File: config.mk
export PLATFORM = sky130hd
export DESIGN_NAME = lut_minterm_enum_flat
export DESIGN_NICKNAME = d
export VERILOG_FILES = /design/src/rtl/lut_minterm_enum_if.sv /design/src/rtl/lut_minterm_enum.sv /design/src/flat_wrapper.sv
export SDC_FILE = /design/constraint.sdc
export NUM_CORES = 1
export LEC_CHECK = 0
export CAP_MARGIN = 20
export CORE_MARGIN = 2
export CORE_UTILIZATION = 45
export CTS_CLUSTER_DIAMETER = 100
export CTS_CLUSTER_SIZE = 8
export DETAILED_ROUTE_END_ITERATION = 10
export GPL_ROUTABILITY_DRIVEN = 1
export GPL_TIMING_DRIVEN = 0
export PLACE_DENSITY_LB_ADDON = 0.3
export SLEW_MARGIN = 20
export SYNTH_ARGS = -nofsm -noshare
export SYNTH_HDL_FRONTEND = slang
export SYNTH_SLANG_ARGS = --single-unit
File: constraint.sdc
create_clock -name clk -period 2.4 [get_ports clk]
set_input_delay 0.48 -clock clk [delete_from_list [all_inputs] [get_ports clk]]
set_output_delay 0.48 -clock clk [all_outputs]
set_load 0.01 [all_outputs]
File: src/rtl/lut_minterm_enum_if.sv
// Stream and control bundle for lut_minterm_enum: start/busy/done control plus a valid/ready code stream.
// master is the enumerator side; slave is the consumer/controller side.
interface lut_minterm_enum_if #(
   parameter int WIDTH = 4
);
   logic             start;
   logic [WIDTH-1:0] code;
   logic             valid;
   logic             ready;
   logic             busy;
   logic             done;
   logic [WIDTH:0]   count;

   modport master (
      input  start, ready,
      output code, valid, busy, done, count
   );

   modport slave (
      output start, ready,
      input  code, valid, busy, done, count
   );
endinterface

File: src/rtl/lut_minterm_enum.sv
// Emits every code whose MASK bit is 1, in ascending order; 1 cycle per index plus 1 per emitted code.
// valid holds code until ready; each ready-low cycle with valid=1 adds one stall cycle.
module lut_minterm_enum #(
   parameter int                  WIDTH = 4,
   parameter logic [2**WIDTH-1:0] MASK  = 16'h0510
) (
   input  logic                clk,
   input  logic                rst,
   lut_minterm_enum_if.master  bus
);
   typedef enum logic [1:0] {IDLE, SCAN, OUT, DONE} state_t;

   localparam logic [WIDTH-1:0] LAST = '1;

   state_t           r_state;
   logic [WIDTH-1:0] r_idx;
   logic [WIDTH-1:0] r_code;
   logic             r_valid;
   logic             r_busy;
   logic             r_done;
   logic [WIDTH:0]   r_count;

   logic w_hit;
   logic w_last;
   logic w_accept;

   assign w_hit    = MASK[r_idx];
   // Termination compares against the last index so idx never wraps.
   assign w_last   = (r_idx == LAST);
   assign w_accept = r_valid & bus.ready;

   always_ff @(posedge clk or posedge rst) begin
      if (rst) begin
         r_state <= IDLE;
         r_idx   <= '0;
         r_code  <= '0;
         r_valid <= 1'b0;
         r_busy  <= 1'b0;
         r_done  <= 1'b0;
         r_count <= '0;
      end else begin
         case (r_state)
            IDLE: begin
               r_done <= 1'b0;
               if (bus.start) begin
                  r_state <= SCAN;
                  r_idx   <= '0;
                  r_count <= '0;
                  r_busy  <= 1'b1;
               end
            end
            SCAN: begin
               if (w_hit) begin
                  r_state <= OUT;
                  r_code  <= r_idx;
                  r_valid <= 1'b1;
               end else if (w_last) begin
                  r_state <= DONE;
                  r_done  <= 1'b1;
               end else begin
                  r_idx <= r_idx + 1'b1;
               end
            end
            OUT: begin
               if (w_accept) begin
                  r_valid <= 1'b0;
                  r_count <= r_count + 1'b1;
                  if (w_last) begin
                     r_state <= DONE;
                     r_done  <= 1'b1;
                  end else begin
                     r_state <= SCAN;
                     r_idx   <= r_idx + 1'b1;
                  end
               end
            end
            DONE: begin
               r_done  <= 1'b0;
               r_busy  <= 1'b0;
               r_state <= IDLE;
            end
            default: begin
               r_state <= IDLE;
               r_valid <= 1'b0;
               r_busy  <= 1'b0;
               r_done  <= 1'b0;
            end
         endcase
      end
   end

   assign bus.code  = r_code;
   assign bus.valid = r_valid;
   assign bus.busy  = r_busy;
   assign bus.done  = r_done;
   assign bus.count = r_count;
endmodule

File: src/flat_wrapper.sv
// flat-port wrapper written by rule: the top's interface ports become plain ports
module lut_minterm_enum_flat 
#(
   parameter int                  WIDTH = 4,
   parameter logic [2**WIDTH-1:0] MASK  = 16'h0510
)
  (clk, rst, bus_start, bus_ready, bus_code, bus_valid, bus_busy, bus_done, bus_count);
  lut_minterm_enum_if #(.WIDTH(WIDTH)) bus_i ();
  input  logic clk;
  input  logic rst;
  input wire logic [$bits(bus_i.start)-1:0] bus_start;
  input wire logic [$bits(bus_i.ready)-1:0] bus_ready;
  output wire logic [$bits(bus_i.code)-1:0] bus_code;
  output wire logic [$bits(bus_i.valid)-1:0] bus_valid;
  output wire logic [$bits(bus_i.busy)-1:0] bus_busy;
  output wire logic [$bits(bus_i.done)-1:0] bus_done;
  output wire logic [$bits(bus_i.count)-1:0] bus_count;
  assign bus_i.start = bus_start;
  assign bus_i.ready = bus_ready;
  assign bus_code = bus_i.code;
  assign bus_valid = bus_i.valid;
  assign bus_busy = bus_i.busy;
  assign bus_done = bus_i.done;
  assign bus_count = bus_i.count;
  lut_minterm_enum #(.WIDTH(WIDTH), .MASK(MASK)) u_core (.clk(clk), .rst(rst), .bus(bus_i));
endmodule
==> impl_metrics.py <==
metrics = {
    "outcome": {
        "status": "completed",
    },
    "synthesis": {
        "syn_area_sq_um": 1020,
        "synth_top_family_by_area": "simple AND/OR/NAND/NOR gates",
        "synth_cells": 105,
        "yosys-mux-area-fraction": 0.0208,
        "synthAdderAreaFrac": 0.0979,
        "synth_simple_gate_area_share": 0.197,
        "ys_warn_count": 0,
        "yosysUniqueCellTypes": 34,
        "synthTopCellsByArea": "dfrtp_1 (44%), ha_1 (9.8%), o21ai_0 (4.4%)",
        "synth_top_area_frac": 0.441,
        "synthXorXnorAreaFrac": 0.0257,
        "ys_ff_latch": 18,
        "synth_compound_area_frac": 0.184,
        "ys_seq_area_frac": 0.441,
        "synth_top_cell_by_area": "dfrtp_1",
        "syn_area_per_cell_sq_um": 9.74,
        "synth_fp_nets": 117,
    },
    "die": {
        "start_util": 0.471,
        "dieArea_sq_um": 2670,
        "core_area_sq_um": 2170,
        "die_x_um": 51.7,
        "ios": 16,
        "die_y_um": 51.7,
        "std_cell_rows": 17,
    },
    "final_layout": {
        "final_common_cell": "dfrtp_1",
        "final_cell_mix": "dfrtp_1 (18), clkdlybuf4s50_1 (15), o21ai_0 (9), nor2_1 (9)",
        "syn2layout_area_growth_pct": 21.8,
        "fin_util": 0.574,
        "antenna_cells": 0,
        "nNetsFinal": 137,
        "drive_gt1_frac": 0.0887,
    },
    "cts": {
        "clock-root-buffer": "clkbuf_4",
        "cts_buffers": 3,
        "cts_setup_buffers": 0,
        "clock_path_buffers": 2,
        "ctsHtreeMaxLevel": 1,
        "cts_tree": "done",
        "cts.sinks": 18,
        "ctsHoldBuffers": 0,
        "clock_latency_ns": 0.31,
        "clk_pin_slew_worst_paths_ns": 0.11,
    },
    "power": {
        "combPwrFrac": 0.519,
        "clkPwrFrac": 0.137,
        "internal_power_mw": 0.818,
        "seq_power_share": 0.344,
        "power.switching_mw": 0.563,
        "p_leak_nw": 0.551,
        "irDropWorstVdd_mv": 0.509,
        "cellPowerDensity_nw_per_um2": 1110,
        "p_sw_frac": 0.408,
    },
    "sta": {
        "setup_viol": 0,
        "tns_ns": 0,
        "fmax_mhz": 475,
        "fin_ws_ns": 0.295,
        "maxSlewHeadroom": 0.554,
        "skew_ns": 0.0135,
        "slew_viol_final": 0,
        "finalHoldViolCount": 0,
        "min_period_over_period": 0.877,
        "rsz0062_at_grt": "false",
        "worst_pin_slew_ns": 0.668,
        "min_period_ns": 2.11,
    },
    "setup_path": {
        "worstReg2RegEnd": "u_core.r_idx[1]",
        "cp-end-kind": "flip-flop",
        "reg2reg_depth": 6,
        "crit_chain": "inv_1, ha_1, a21boi_4, or2_4, or4_4, o22ai_1",
        "critPathArrivalTime_ns": 2.33,
        "cp.required_ns": 2.62,
        "startpoint_type": "flip-flop",
        "path_buf_inv": 1,
        "r2r-start": "u_core.r_state[0]",
        "path_max_fanout": 8,
        "critical_path_class": "reg -> reg",
        "critPathSlowestCell": "or4_4",
        "crit_family": "simple AND/OR/NAND/NOR gates",
        "startpoint": "u_core.r_state[0]",
        "r2r_slack_ns": 0.29,
        "slowest_delay_ns": 0.53,
    },
    "min_path": {
        "hold_depth": 2,
        "hold-path-endpoint": "u_core.bus.code[1]",
        "hold_class": "reg -> reg",
        "hold_start": "u_core.bus.code[1]",
    },
    "route": {
        "viasPerCell": 5.63,
        "routedWlPerCell_um": 13.5,
        "num_vias": 856,
        "wirelength_um": 2060,
        "postRouteAntennaNets": 0,
        "drc": 0,
        "drt_iter0_markers": 11,
        "dr.pass1.iters": 4,
    },
    "placed_design": {
        "routabilityCongestion": 0.787,
        "portBuffers": 15,
        "place_hpwl_um": 1550,
        "dp_slack_ns": 0.184,
    },
    "grt": {
        "antenna_found_initial": 0,
        "grt_first_pass_wirelength_um": 3860,
        "grt_pass1_vias": 869,
        "grt_max_degree": 19,
        "track_usage": 0.197,
        "overflow": 0,
    },
    "flow_run": {
        "drv_cap": 0,
    },
}
[stage by stage]
stage               instance area [sq um]  power [mW]  cells  hold WS (ns)
floorplan                            1020       0.962    105         0.419
global placement                     1210        1.17    148         0.471
detailed placement                   1210        1.20    148         0.479
CTS                                  1240        1.39    152         0.505
global route                         1240        1.53    152         0.544
finish                               1240        1.38    152         0.497
[sequential cells by signal, indices dropped and copies added, names as in the netlist]
name / count
u_core.bus.count: 5
u_core.bus.code: 4
u_core.r_idx: 4
u_core.r_state: 2
u_core.bus.busy: 1
u_core.bus.done: 1
u_core.bus.valid: 1
[per-layer routing]
layer | part of all wire | global-route usage | routed length (um) | vias up
li1 | - | - | - | 423
met1 | 0.44 | 0.244 | 901 | 406
met2 | 0.49 | 0.323 | 1010 | 23
met3 | 0.045 | 0.0287 | 93 | 4
met4 | 0.024 | 0.118 | 50 | 0
met5 | 0 | 0 | 0 | -
[cell families (layout without fill, tap and decap cells)]
group,after synthesis,in the layout
AOI/OAI and AO/OA,27,27
xor gates and xnor gates,3,3
adders and majority gates,8,8
buffers and inverters,9,28
DFF,18,18
muxes,2,2
and+or+nand+nor,38,38
[area by class of cell]
cell class | instances | area, sq um
clock buffers | 4 | 36.3
well taps | 28 | 35.0
inverters | 8 | 30.0
flip-flops and latches | 18 | 450
fillers | 212 | 925
multi-input cells | 78 | 538
plain buffers | 1 | 5.00
repair buffers | 15 | 150
[worst min-delay path, delay by kind of cell (launching register included)]
kind	cells	cell delay (ns)
flip-flops	1	0.36
AND/OR/NAND/NOR	1	0.05
AO/OA/AOI/OAI	1	0.06
[power by group through the flow]
stage / Sequential (mW) / Clock [mW] / Combinational (mW)
2_1_floorplan: 0.494 / 0 / 0.468
3_3_place_gp: 0.477 / 0 / 0.692
3_5_place_dp: 0.483 / 0 / 0.716
4_1_cts: 0.477 / 0.196 / 0.718
5_1_grt: 0.495 / 0.208 / 0.825
6_report: 0.476 / 0.189 / 0.717
[synth_stat cells]
cell,count
o22ai_1,1
nand3_1,4
ha_1,8
nor2b_1,1
nand2_1,8
a21oi_1,4
nor4_1,3
and3_1,2
inv_1,8
or2_4,1
xnor2_1,3
a2111oi_0,1
a21boi_2,1
a21bo_2,1
nor4b_1,1
a31oi_1,3
or4_4,1
o21ai_1,2
o21ai_0,9
o32a_1,1
a21boi_4,1
nor2_1,9
a32o_1,1
a41o_1,1
a41oi_1,1
mux2i_1,1
dfrtp_1,18
nand3b_1,2
nand4_1,1
nor3_1,3
mux2_2,1
clkbuf_2,1
or3b_1,1
nand2b_1,1
[repair_timing]
action	CTS	global route
gates resized for setup	0	1
endpoints found under the setup margin	0	2
endpoints found under the hold margin	0	0
[how the worst max path moves through the flow]
stage | to | depth (start not counted)
floorplan | u_core.r_idx[0] | 6
global placement | u_core.r_idx[0] | 5
detailed placement | u_core.r_idx[0] | 5
CTS | u_core.r_idx[1] | 6
global route | u_core.r_idx[1] | 6
finish | u_core.r_idx[1] | 6
No activity file was read; power rests on OpenSTA's default activity.
